`config.mk`:
```
export PLATFORM = sky130hd
export DESIGN_NAME = kd_nn_search
export DESIGN_NICKNAME = d
export VERILOG_FILES = /design/src/rtl/kd_nn_search.sv
export SDC_FILE = /design/constraint.sdc
export NUM_CORES = 1
export LEC_CHECK = 0
export CELL_PAD_IN_SITES_DETAIL_PLACEMENT = 0
export CELL_PAD_IN_SITES_GLOBAL_PLACEMENT = 1
export CORE_MARGIN = 8
export CORE_UTILIZATION = 40
export DETAILED_ROUTE_END_ITERATION = 10
export PLACE_DENSITY_LB_ADDON = 0.1
export SETUP_SLACK_MARGIN = 0.02
export SLEW_MARGIN = 40
export SYNTH_ARGS = -nofsm -noshare
export SYNTH_HDL_FRONTEND = slang
export SYNTH_SLANG_ARGS = --single-unit
```
`constraint.sdc`:
```
create_clock -name clk -period 6.4 [get_ports clk]
set_input_delay 0.96 -clock clk [delete_from_list [all_inputs] [get_ports clk]]
set_output_delay 0.96 -clock clk [all_outputs]
set_load 0.02 [all_outputs]
```
`src/rtl/kd_nn_search.sv`:
```
// -----------------------------------------------------------------------------
// kd_nn_search
//   Nearest-centre search over a kd-tree of cluster centres held in external
//   storage. One query point is accepted in IDLE. The tree is walked root to
//   leaf, recording every visited node on a small stack. The search then
//   backtracks and re-descends into a sibling subtree only when the splitting
//   plane is strictly closer than the best Manhattan distance found so far.
//   Nodes are read one per fetch over a read port with a latency of 1 cycle.
//   The tree is stored in heap layout: the children of node i are 2i+1 (left)
//   and 2i+2 (right).
//
// Parameters
//   dim        coordinates per centre; the split axis is level % dim
//   data_range largest coordinate value
//   depth      number of tree levels (2**depth-1 nodes)
//
// Ports
//   clk           rising-edge clock
//   rst           synchronous active-high reset; a query in flight is aborted
//   pt_valid      query point offered
//   pt_ready      high only while idle
//   point         query; coordinate k is at [k*dim_size +: dim_size]
//   node_addr     tree read address (driven only while node_rd is high)
//   node_rd       read strobe; node_center is valid on the following cycle
//   node_center   centre stored at node_addr
//   res_valid     result presented and held until res_ready
//   res_ready     result consumer ready
//   best_center   nearest centre found
//   best_dist     Manhattan distance of best_center from the query
//   nodes_visited node evaluations in the current or last query
//
// Build option
//   KD_SEARCH_STATS_EN  when defined, nodes_visited counts node evaluations.
//                       It clears when a point is accepted and holds through
//                       the result. When not defined, nodes_visited is
//                       constant 0 and no counter is built.
// -----------------------------------------------------------------------------
module kd_nn_search #(
  parameter int dim        = 3,
  parameter int data_range = 255,
  parameter int depth      = 3,
  localparam int dim_size  = $clog2(data_range),
  localparam int dist_size = $clog2(data_range * dim),
  localparam int nodes     = 2**depth - 1,
  localparam int addr_w    = $clog2(nodes + 1)
) (
  input  logic                      clk,
  input  logic                      rst,
  input  logic                      pt_valid,
  output logic                      pt_ready,
  input  logic [dim*dim_size-1:0]   point,
  output logic [addr_w-1:0]         node_addr,
  output logic                      node_rd,
  input  logic [dim*dim_size-1:0]   node_center,
  output logic                      res_valid,
  input  logic                      res_ready,
  output logic [dim*dim_size-1:0]   best_center,
  output logic [dist_size-1:0]      best_dist,
  output logic [addr_w-1:0]         nodes_visited
);

  // Child indices need two spare bits so that 2*cur+2 never wraps past the
  // tree, even from the last leaf.
  localparam int idx_w = $clog2(nodes) + 2;
  // Level runs one past the last tree level when a descent falls off a leaf.
  localparam int lvl_w = $clog2(depth + 1);
  localparam int sp_w  = $clog2(depth + 1);
  localparam int ptr_w = (depth > 1) ? $clog2(depth) : 1;
  localparam logic [idx_w-1:0] nodes_idx = idx_w'(nodes);

  typedef enum logic [2:0] {
    IDLE,
    FETCH,
    EVAL,
    BACKTRACK,
    DONE
  } state_t;

  // One entry per tree level on the current path.
  typedef struct packed {
    logic [idx_w-1:0]    cur;      // node index
    logic [lvl_w-1:0]    level;    // tree level of that node
    logic                go_left;  // branch taken on the first descent
    logic                tried;    // sibling subtree already considered
    logic [dim_size-1:0] node_a;   // node coordinate on its split axis
  } entry_t;

  state_t                  state_q, state_d;
  logic [dim*dim_size-1:0] point_q;
  logic [idx_w-1:0]        cur_q;
  logic [lvl_w-1:0]        level_q;
  logic [sp_w-1:0]         sp_q;
  entry_t                  stack_mem [depth];
  logic [dim*dim_size-1:0] best_center_q;
  logic [dist_size-1:0]    best_dist_q;

  function automatic logic [dim_size-1:0] abs_diff(input logic [dim_size-1:0] a,
                                                   input logic [dim_size-1:0] b);
    return (a > b) ? (a - b) : (b - a);
  endfunction

  function automatic logic [dim_size-1:0] coord(input logic [dim*dim_size-1:0] v,
                                                input int k);
    return v[k*dim_size +: dim_size];
  endfunction

  function automatic int axis_of(input logic [lvl_w-1:0] lvl);
    return int'(lvl) % dim;
  endfunction

  // ---------------------------------------------------------------------------
  // Node evaluation (EVAL): distance to the fetched centre and descent branch.
  // ---------------------------------------------------------------------------
  logic [dist_size-1:0] eval_dist;
  logic                 eval_better;
  logic [dim_size-1:0]  eval_pt_a;
  logic [dim_size-1:0]  eval_node_a;
  logic                 eval_go_left;
  logic [idx_w-1:0]     eval_base;
  logic [idx_w-1:0]     next_idx;
  logic                 next_in_tree;

  always_comb begin
    // NOTE: blocking assignments are correct here; the accumulator is pure
    // combinational logic rebuilt on every evaluation, not stored state.
    eval_dist = '0;
    for (int k = 0; k < dim; k++) begin
      eval_dist = eval_dist + dist_size'(abs_diff(coord(point_q, k), coord(node_center, k)));
    end
  end

  // Strict compare: on a tie the centre found earlier stays best.
  assign eval_better  = eval_dist < best_dist_q;
  assign eval_pt_a    = coord(point_q, axis_of(level_q));
  assign eval_node_a  = coord(node_center, axis_of(level_q));
  // A point lying exactly on the split plane descends right.
  assign eval_go_left = eval_pt_a < eval_node_a;
  assign eval_base    = {cur_q[idx_w-2:0], 1'b0};
  assign next_idx     = eval_go_left ? eval_base + idx_w'(1) : eval_base + idx_w'(2);
  assign next_in_tree = next_idx < nodes_idx;

  // ---------------------------------------------------------------------------
  // Backtrack decision on the top stack entry.
  // ---------------------------------------------------------------------------
  logic                 stack_empty;
  logic [ptr_w-1:0]     top_ptr;
  entry_t               top;
  logic [dim_size-1:0]  top_pt_a;
  logic [dim_size-1:0]  plane_diff;
  logic                 bt_descend;
  logic [idx_w-1:0]     top_base;
  logic [idx_w-1:0]     other_idx;
  logic                 other_in_tree;

  assign stack_empty   = (sp_q == '0);
  assign top_ptr       = ptr_w'(sp_q - 1'b1);
  assign top           = stack_mem[top_ptr];
  assign top_pt_a      = coord(point_q, axis_of(top.level));
  assign plane_diff    = abs_diff(top_pt_a, top.node_a);
  // The sibling subtree can only hold a closer centre when the split plane
  // itself is strictly closer than the current best.
  assign bt_descend    = !top.tried && (dist_size'(plane_diff) < best_dist_q);
  assign top_base      = {top.cur[idx_w-2:0], 1'b0};
  assign other_idx     = top.go_left ? top_base + idx_w'(2) : top_base + idx_w'(1);
  assign other_in_tree = other_idx < nodes_idx;

  // ---------------------------------------------------------------------------
  // Control FSM.
  // ---------------------------------------------------------------------------
  always_ff @(posedge clk) begin
    if (rst) state_q <= IDLE;
    else     state_q <= state_d;
  end

  always_comb begin
    state_d   = state_q;
    pt_ready  = 1'b0;
    node_rd   = 1'b0;
    node_addr = '0;
    res_valid = 1'b0;
    case (state_q)
      IDLE: begin
        pt_ready = 1'b1;
        if (pt_valid) state_d = FETCH;
      end
      FETCH: begin
        node_rd   = 1'b1;
        node_addr = cur_q[addr_w-1:0];
        state_d   = EVAL;
      end
      EVAL: begin
        state_d = next_in_tree ? FETCH : BACKTRACK;
      end
      BACKTRACK: begin
        if (stack_empty)                     state_d = DONE;
        else if (bt_descend && other_in_tree) state_d = FETCH;
      end
      DONE: begin
        res_valid = 1'b1;
        if (res_ready) state_d = IDLE;
      end
      default: state_d = IDLE;
    endcase
  end

  // ---------------------------------------------------------------------------
  // Search datapath.
  // ---------------------------------------------------------------------------
  always_ff @(posedge clk) begin
    if (rst) begin
      point_q       <= '0;
      cur_q         <= '0;
      level_q       <= '0;
      sp_q          <= '0;
      best_center_q <= '0;
      best_dist_q   <= '1;
    end else begin
      case (state_q)
        IDLE: begin
          if (pt_valid) begin
            point_q       <= point;
            cur_q         <= '0;
            level_q       <= '0;
            sp_q          <= '0;
            best_center_q <= '0;
            best_dist_q   <= '1;
          end
        end
        EVAL: begin
          if (eval_better) begin
            best_center_q <= node_center;
            best_dist_q   <= eval_dist;
          end
          sp_q    <= sp_q + 1'b1;
          cur_q   <= next_idx;
          level_q <= level_q + 1'b1;
        end
        BACKTRACK: begin
          if (!stack_empty) begin
            if (bt_descend) begin
              if (other_in_tree) begin
                cur_q   <= other_idx;
                level_q <= top.level + 1'b1;
              end
            end else begin
              sp_q <= sp_q - 1'b1;
            end
          end
        end
        default: ;
      endcase
    end
  end

  // NOTE: the stack storage has no reset; the stack pointer alone defines
  // which entries are live, so stale contents are never observed.
  always_ff @(posedge clk) begin
    if (state_q == EVAL) begin
      stack_mem[ptr_w'(sp_q)] <= '{cur:     cur_q,
                                   level:   level_q,
                                   go_left: eval_go_left,
                                   tried:   1'b0,
                                   node_a:  eval_node_a};
    end else if (state_q == BACKTRACK && !stack_empty && bt_descend) begin
      stack_mem[top_ptr].tried <= 1'b1;
    end
  end

  assign best_center = best_center_q;
  assign best_dist   = best_dist_q;

  // ---------------------------------------------------------------------------
  // Optional evaluation counter.
  // ---------------------------------------------------------------------------
`ifdef KD_SEARCH_STATS_EN
  logic [addr_w-1:0] visited_q;

  always_ff @(posedge clk) begin
    if (rst)                                visited_q <= '0;
    else if (state_q == IDLE && pt_valid)   visited_q <= '0;
    else if (state_q == EVAL)               visited_q <= visited_q + 1'b1;
  end

  assign nodes_visited = visited_q;
`else
  assign nodes_visited = '0;
`endif

endmodule

```
==> run_results.csv <==
group,metric,value,unit
run_status,status,"complete, no violations",
clock_tree,clk_pin_slew_worst_paths,60,ps
placement,pre_cts_ws,-390,ps
global_route,track_usage,21.6,%
clock_tree,clkLatencyLatePin,420,ps
synth,syn_area,0.00928,mm^2
sta,fin_tns_setup,0,ps
sta,finalMaxSlewViolations,0,
finish,final_common_cell,"buf_4",
clock_tree,cts_buffer_depth,2,
synth,postSynthAreaPerCell,8.44,um^2
sta,tightestPinTransition,756,ps
drt,drtIter0Drc,607,
global_route,antenna_found_initial,0,
sta,timing.final.hold_violations,0,
sta,setup_viol,0,
floorplanning,start_util,40.9,%
clock_tree,cts_root_buf,"clkbuf_16",
placement,post_dp_cell_area,0.0114,mm^2
worst_setup_path,cp.required,6690,ps
hold_path,min-delay-start,"best_center[6]",
placement,hpwl,24.7,mm
flow_run,cap_violations,0,
floorplanning,row_count,55,
worst_setup_path,startpoint,"node_center[23]",
worst_setup_path,crit_fanout,7,
worst_setup_path,critical_path.max_stage_delay,520,ps
drt,vias,8689,
worst_setup_path,criticalPathCategory,"input pin to flop",
power,ir_drop,179,uV
synth,yosysSeqAreaShare,30.4,%
finish,drive_above_1_share,21.5,%
finish,layout_common_cells,"buf_4, nand2_1, inv_1",
global_route,grt_max_degree,60,
power,power.density,270,mW/mm^2
synth,synth_cells,1099,
sta,hold_slack,450,ps
global_route,grt_pass1_wl,47.6,mm
floorplanning,dieHeight,168,um
finish,nets,1472,
floorplanning,design.die.area,0.0283,mm^2
drt,routed_wl,31.6,mm
clock_tree,cts_tree,"built",
synth,synth-edff-count,48,
sta,fmax,163,MHz
drt,viasPerCell,5.40,
drt,wl_per_cell,19.6,um
synth,ys_seq_elements,117,
placement,routabilityCongestion,0.897,
sta,min_period,6130,ps
clock_tree,cts_made_buffers,17,
finish,area_growth_syn_to_layout,33.9,%
placement,io_buffers,91,
clock_tree,cts_sinks,117,
global_route,grt.overflow.total,0,
worst_setup_path,cp-end-kind,"flop",
worst_setup_path,startpoint_type,"input pin",
synth,yosys_warnings,0,
power,leakagePower,5.28,nW
worst_setup_path,critPathBufInv,7,
clock_tree,htree_levels,4,
sta,slew_headroom,49.3,%
finish,antennaDiodeCount,0,
hold_path,min-delay-path-class,"flop to flop",
worst_setup_path,crit_slowest_cell,"clkdlybuf4s50_1",
drt,drc,0,
floorplanning,io_pins,95,
synth,ys_types,78,
finish,fin_util,54.7,%
sta,clock-skew-final,13.2,ps
sta,fin_ws,268,ps
floorplanning,die_w,168,um
finish,fillerInstances,2124,
worst_setup_path,cp_common_cell,"buf_4",
synth,synth_async_sr_flop_share,0,%
synth,ys.flop_type,"dfxtp_1",
finish,stdcell_area,0.0124,mm^2
drt,ant_nets,0,
global_route,grt_pass1_vias,8380,
sta,period_share,95.8,%
floorplanning,design.core.area,0.0227,mm^2
worst_setup_path,arrival,6420,ps
worst_setup_path,timing.rr.start,"sp_q[1]",
worst_setup_path,cp_top_family,"compound AO/OA/AOI/OAI gates",
drt,first_pass_iters,5,
[cell usage after synthesis, drive strengths merged (23+ instances only)]
cell type,instances,area [um^2]
clkbuf,32,120
dfxtp,69,1380
inv,116,435
mux2i,45,467
edfxtp,48,1440
a21oi,97,497
nor2b,23,144
o21ai,58,302
ha,93,1160
nor3,28,150
nand2,133,502
nand3,37,185
nor2,64,245
[logic make-up after synthesis]
| family | Yosys count | share of synthesized area, % |
|---|---|---|
| fa+ha+maj | 110 | 16.2 |
| flops | 117 | 30.4 |
| simple gates | 336 | 16.9 |
| buf+inv | 169 | 7.42 |
| compound gates | 278 | 19.5 |
| mux | 57 | 6.53 |
| other cells | 1 | 0.0404 |
| xor+xnor | 31 | 2.93 |
[per-layer routing]
layer / global-route usage, % / wire (um) / up-vias
li1: - / - / 4302
met4: 7.88 / 862 / 0
met3: 4.21 / 2190 / 36
met2: 32.6 / 13500 / 279
met1: 30.2 / 15000 / 4072
met5: 0 / 0 / -
[power by group]
part           internal [mW]  switching (mW)  leakage [nW]  total [mW]
clock                  0.526           0.351         0.253       0.878
combinational          0.822           0.818          4.02        1.64
sequential             0.798          0.0344          1.00       0.832
total                   2.15            1.20          5.28        3.35
[final timing paths]
| path | end | slack [ps] | cells past startpoint |
|---|---|---|---|
| max | best_dist[8] | 270 | 28 |
| min | best_center[6] | 450 | 2 |
| max reg2reg | stack_mem[2][8] | 330 | 28 |
| min reg2reg | best_center[6] | 450 | 2 |
[tightest hold or removal path, cell delays in order, from the launching register on]
cell	delay (ps)
dfxtp_1	310
nand2_1	50
a21oi_1	50
[sequential cells by signal, indices dropped and copies added (netlist names)]
| register | cells |
|---|---|
| level_q | 2 |
| sp_q | 2 |
| stack_mem | 48 |
| cur_q | 4 |
| best_center | 24 |
| state_q | 3 |
| best_dist | 10 |
| point_q | 24 |
[per-stage QoR]
stage	instances	power [mW]
finish	1608	3.35
CTS	1596	3.15
global placement	1564	2.26
floorplan	1101	1.64
detailed placement	1564	2.26
global route	1608	3.55
[final cells by class]
cell class	count	area, um^2	share of cell area, %
inverter	116	435	3.51
sequential	117	2830	22.8
tap	285	357	2.87
clock buffer	21	472	3.80
timing repair buffer	243	2110	17.0
multi-input combinational	815	6140	49.4
clock inverter	11	75.1	0.605
[repair_timing]
action                                  in CTS  in global routing
buffers inserted                             0                  7
endpoints found under the hold margin        0                  0
endpoints found under the setup margin       0                 94
hold buffers                                 0                  0
gates resized for setup                      0                 99
(Power assumes the default switching activity.)
